## config.mk

```make
export PLATFORM = sky130hd
export DESIGN_NAME = adder_pipe
export DESIGN_NICKNAME = d
export VERILOG_FILES = /design/src/rtl/adder_pipe.sv
export SDC_FILE = /design/constraint.sdc
export NUM_CORES = 1
export LEC_CHECK = 0
export CORE_AREA = 2 2 142 144
export CTS_CLUSTER_SIZE = 40
export DETAILED_ROUTE_END_ITERATION = 6
export DIE_AREA = 0 0 144 146
export PLACE_DENSITY = 0.66
export SETUP_SLACK_MARGIN = 0.4
export SYNTH_ARGS = -nofsm -noshare
export SYNTH_HDL_FRONTEND = slang
export SYNTH_SLANG_ARGS = --single-unit
```

## constraint.sdc

```tcl
create_clock -name clk_i -period 12.6 [get_ports clk_i]
set_input_delay 1.89 -clock clk_i [delete_from_list [all_inputs] [get_ports clk_i]]
set_output_delay 1.89 -clock clk_i [all_outputs]
set_load 0.01 [all_outputs]
```

## src/rtl/adder_pipe.sv

```systemverilog
// Pipelined add/subtract unit: one CHUNK-bit slice per stage, slice carry registered
// between stages, valid/ready on both sides with a whole-pipe stall.
module adder_pipe #(
    parameter int unsigned WIDTH = 32,
    parameter int unsigned CHUNK = 8
) (
    input  logic             clk_i,
    input  logic             rst_i,
    input  logic             valid_i,
    output logic             ready_o,
    input  logic             sub_i,
    input  logic             carry_i,
    input  logic [WIDTH-1:0] a_i,
    input  logic [WIDTH-1:0] b_i,
    output logic             valid_o,
    input  logic             ready_i,
    output logic [WIDTH-1:0] res_o,
    output logic             carry_o,
    output logic             overflow_o,
    output logic             zero_o
);

    localparam int unsigned SAFE_CHUNK = (CHUNK >= 1) ? CHUNK : 1;
    localparam int unsigned STAGES     = (WIDTH / SAFE_CHUNK >= 1) ? WIDTH / SAFE_CHUNK : 1;
    localparam int unsigned LAST       = STAGES - 1;

    if (CHUNK < 1 || (WIDTH % SAFE_CHUNK) != 0) begin : g_param_check
        $fatal(1, "adder_pipe: WIDTH must be a nonzero multiple of CHUNK");
    end

    function automatic logic [CHUNK:0] add_slice(input logic [CHUNK-1:0] x,
                                                 input logic [CHUNK-1:0] y,
                                                 input logic             ci);
        return {1'b0, x} + {1'b0, y} + {{CHUNK{1'b0}}, ci};
    endfunction

    logic             v_q   [STAGES];
    logic             v_d   [STAGES];
    logic             c_q   [STAGES];
    logic             c_d   [STAGES];
    logic [WIDTH-1:0] a_q   [STAGES];
    logic [WIDTH-1:0] a_d   [STAGES];
    logic [WIDTH-1:0] b_q   [STAGES];
    logic [WIDTH-1:0] b_d   [STAGES];
    logic [WIDTH-1:0] r_q   [STAGES];
    logic [WIDTH-1:0] r_d   [STAGES];
    logic [CHUNK:0]   slice_sum [STAGES];
    logic [WIDTH-1:0] b_eff;
    logic             cin;
    logic             en;

    assign en      = ready_i | ~v_q[LAST];
    assign ready_o = en;
    assign b_eff   = sub_i ? ~b_i : b_i;
    assign cin     = sub_i | carry_i;

    always_comb begin
        slice_sum[0]             = add_slice(a_i[CHUNK-1:0], b_eff[CHUNK-1:0], cin);
        v_d[0]                   = valid_i;
        a_d[0]                   = a_i;
        b_d[0]                   = b_eff;
        r_d[0]                   = '0;
        r_d[0][CHUNK-1:0]        = slice_sum[0][CHUNK-1:0];
        c_d[0]                   = slice_sum[0][CHUNK];
        for (int k = 1; k < STAGES; k++) begin
            slice_sum[k] = add_slice(a_q[k-1][k*CHUNK +: CHUNK], b_q[k-1][k*CHUNK +: CHUNK],
                                     c_q[k-1]);
            v_d[k]                   = v_q[k-1];
            a_d[k]                   = a_q[k-1];
            b_d[k]                   = b_q[k-1];
            r_d[k]                   = r_q[k-1];
            r_d[k][k*CHUNK +: CHUNK] = slice_sum[k][CHUNK-1:0];
            c_d[k]                   = slice_sum[k][CHUNK];
        end
    end

    // Only the valid bits need reset; the outputs are gated by the final valid bit.
    always_ff @(posedge clk_i) begin
        if (rst_i) begin
            for (int k = 0; k < STAGES; k++) begin
                v_q[k] <= 1'b0;
            end
        end else if (en) begin
            for (int k = 0; k < STAGES; k++) begin
                v_q[k] <= v_d[k];
                a_q[k] <= a_d[k];
                b_q[k] <= b_d[k];
                r_q[k] <= r_d[k];
                c_q[k] <= c_d[k];
            end
        end
    end

    assign valid_o    = v_q[LAST];
    assign res_o      = valid_o ? r_q[LAST] : '0;
    assign carry_o    = valid_o & c_q[LAST];
    assign overflow_o = valid_o & (a_q[LAST][WIDTH-1] == b_q[LAST][WIDTH-1])
                                & (r_q[LAST][WIDTH-1] != a_q[LAST][WIDTH-1]);
    assign zero_o     = ~|res_o;

endmodule

```

* Yosys cells after proc, flatten, opt, wreduce, memory -nomap -nowiden
Memories as Yosys holds them, arrays and structs flattened. Index checks and enable logic that the tools add are counted.
Word-level totals: register bits 0, bits in writable memories 392, output and inout bits 37, logic and storage cells 39, memories 5
Memories:
- a_q | depth 4, width 32, rd ports 4, clocked after Yosys merged registers in 0, wr ports 4, RTL line 41 | logic [WIDTH-1:0] a_q [STAGES];
- b_q | depth 4, width 32, rd ports 4, clocked after Yosys merged registers in 0, wr ports 4, RTL line 43 | logic [WIDTH-1:0] b_q [STAGES];
- r_q | depth 4, width 32, rd ports 4, clocked after Yosys merged registers in 0, wr ports 4, RTL line 45 | logic [WIDTH-1:0] r_q [STAGES];
- c_q | depth 4, width 1, rd ports 4, clocked after Yosys merged registers in 0, wr ports 4, RTL line 39 | logic c_q [STAGES];
- v_q | depth 4, width 1, rd ports 4, clocked after Yosys merged registers in 0, wr ports 4, RTL line 37 | logic v_q [STAGES];
Operators by class: add/sub/neg operators 8, eq/ne operators 2, mux-type cells 11, bitwise operators 11, reduce and logical (&&, ||, !) cells 2
Operators with widths (count):
- $mux 32 | 2
- $add 8x8->9 | 4
- $add 9x1->9 | 4
- $not 32->32 | 1
- $reduce_or 32->1 | 1
- $mux 1 | 9
- $or 1x1->1 | 6
- $and 1x1->1 | 3
- $eq 1x1->1 | 1
- $logic_not 1->1 | 1
- $ne 1x1->1 | 1
- $not 1->1 | 1

* Logic depth before layout (Yosys ltp)
An unclocked memory read counts as a cell.
depth after elaboration 7, mapped depth 11

* Worst setup path after synthesis
Ideal clock, no wire load.
path type input port to flip-flop, start point in ready_i, end point mem v_q[0], data pin, library setup time 0.193 ns, data arrival time 10.758 ns, data required time 12.407 ns, path slack 1.649 ns, cell stages on the path 3, path buffers 0, cell sequence nand2b_1 nor2b_1 and2_1
RTL lines:
- from (decl) | RTL line 16 | input logic ready_i,
- to (decl) | RTL line 37

* Final worst setup path
start point in ready_i, end point out ready_o
Between the ends: word-level cells in the longest chain between the ends 1
RTL lines:
- $or 1x1->1 | RTL line 52 | assign en = ready_i | ~v_q[LAST];
- to (decl) | RTL line 10 | output logic ready_o,
No other way between the ends.

==> reports/qor.csv <==
metric;value;unit
number of placed I/O pins;107;
LEAKAGE;3.39;nW
Die Y;146;um
Mapped Nets;544;
synthesized area;7490;sq um
critical-path maximum fanout;3;
die width;144;um
status;completed;
distinct cell type count after synthesis;35;
DR vias/cell;4.55;
DRC violations left;0;
Post-synth EDFFs;186;
Synth area leader;edfxtp_1;
slowest CP cell;clkdlybuf4s50_1;
RR Startpoint;a_q[0][8];
R2R Setup Slk;10.13;ns
hold buffers post-CTS;0;
Most common cell on crit path;clkdlybuf4s50_1;
synth top area cells;edfxtp_1 (75%), xor2_1 (5.0%), ha_1 (4.7%), and2_1 (3.3%), fa_1 (2.1%);
placed wire-length estimate;7710;um
Final min period;4.92;ns
setup tns final;0;ns
crit path cell chain;clkdlybuf4s50_1 > nand2b_1 > clkdlybuf4s50_1;
core footprint;19300;sq um
first-pass detailed-route iteration total;4;
GRT overflow;0;
routed length per placed instance;13.7;um
Nets;663;
register bit total from synthesis;186;
first-pass GRT wire length;18700;um
Clk Tree Root Cell;clkbuf_16;
Tot GR Track Use;11.8;%
H-tree depth;4;
Num CTS Buffers;17;
Yosys top cell area share;74.6;%
routability cong.;0.784;
Post-Route WL;11500;um
R2R cell count;7;
prevailing post-synth register cell;edfxtp_1;
Critical Path End Type;output pin;
Die Area;21000;sq um
r2r endpoint;c_q[1];
kind of critical path;in -> out;
Worst-Skew Late Latency;0.42;ns
Starting Density;38.7;%
CP endpoint;ready_o;
clock-pin transition on the worst setup and hold timing paths;0.07;ns
Setup-failing EPs final;0;
row count;51;
RSZ-0062 raised after global routing;false;
worst path arrival time;3.03;ns
Tot Pwr;1.44;mW
achievable frequency;203;MHz
worst path required time;10.71;ns
cts repair resizes;0;
TritonCTS clock tree;done;
synthesized area per cell;17.1;sq um
Critical Path Start;ready_i;
final slew viol count;0;
VDD IR max;0.105;mV
power density cells;153;nW/um^2
FFs w/ async S/R, synth;0;%
HP Class;reg -> reg;
largest net degree at the start of global routing;187;
antenna violations before repair;1;
layout cells sized above 1;7.02;%
most frequent cell after synthesis;edfxtp_1;
Least-Margin Pin Slew;0.959;ns
slowest stage delay, CP;0.56;ns
Ant. Diodes;0;
number of DRC markers in iteration 0;227;
TritonCTS Sinks;186;
Final Cycle Share;39.1;%
Routed Antenna Nets;0;
crit path launch type;input pin;
Gate Count Post-Synth;438;
Clock Tree Buf Depth;2;
Port Buffers;106;
Worst Skew;0.00727;ns
setup bufs post-CTS;0;
Syn-to-layout area delta;26.4;%
Hold Vio Cnt, Final;0;
commonest cells in the netlist;edfxtp_1 (186), xor2_1 (43), and2_1 (39);
vias in the first global route;3954;
synth warn;0;
max cap viols;0;
Relative slew margins;36.1;%
vias after detailed routing;3798;
post-synthesis sequential area ratio;74.6;%
[report_power, final]
part | switching, mW | internal (mW)
registers | 0.0188 | 0.760
logic | 0.0698 | 0.0681
clock network | 0.230 | 0.298
total | 0.319 | 1.13
[through the flow]
step                      std cells  setup WS (ns)  hold WS [ns]  utilization (%)  area (sq um)
final                           835           7.68         0.413             49.0          9470
after global routing            835           7.62         0.420             49.0          9470
after CTS                       835           7.67         0.417             49.0          9470
after detailed placement        803           7.68         0.405             45.9          8870
after global placement          803           7.66         0.400             45.9          8870
after floorplan                 438           1.65         0.400                -          7490
[worst max-delay path: cells and delay by family]
family	cells	cell delay (ns)
buf+inv	2	1.00
simple gates	1	0.13
[worst min path at each step]
stage	from	endpoint	depth (start not counted)
6_report	b_q[0][30]	b_q[1][30]	0
2_1_floorplan	a_q[0][16]	a_q[1][16]	0
5_1_grt	a_q[0][21]	a_q[1][21]	0
3_3_place_gp	r_q[2][2]	r_q[3][2]	0
3_5_place_dp	a_q[0][18]	a_q[1][18]	0
4_1_cts	a_q[0][18]	a_q[1][18]	0
[per-layer routing]
metal | global-route usage [%] | part of all wire [%] | up-vias
li1 | - | - | 1868
met1 | 12.4 | 39 | 1778
met2 | 20.2 | 52 | 119
met3 | 4.64 | 6.3 | 33
met4 | 6.32 | 3.2 | 0
met5 | 0 | 0 | -
[area by class of cell]
class	count	area, sq um
fill	1599	9870
sequential	186	5590
multi-input combinational	228	1820
timing repair buffer	107	1080
clock buffer	18	429
tap	265	332
clock inverter	14	164
inverter	17	63.8
[state kept, by name (all words and copies together), names as in the netlist]
name / flops
r_q: 80
a_q: 49
b_q: 49
v_q: 4
c_q: 4
[cells in the final DEF, fill, tap and decap left out, types with 9 or more instances in the layout]
master,netlist,final
xor2_1,43,43
clkbuf_16,0,17
edfxtp_1,186,186
xnor2_1,13,13
nor2_1,10,10
nor4_1,10,10
nor3_1,9,9
and2_1,39,39
ha_1,28,28
inv_1,17,17
clkdlybuf4s50_1,0,105
[kinds of logic after synthesis]
family          count (synthesis)  share of synthesized area (%)
simple gates                  102                           7.72
buf+inv                        24                           1.25
fa+ha+maj                      36                           6.82
xor+xnor                       56                           6.55
compound gates                 34                           3.09
flops                         186                           74.6
Note: power is estimated with default switching activity, not from simulation.
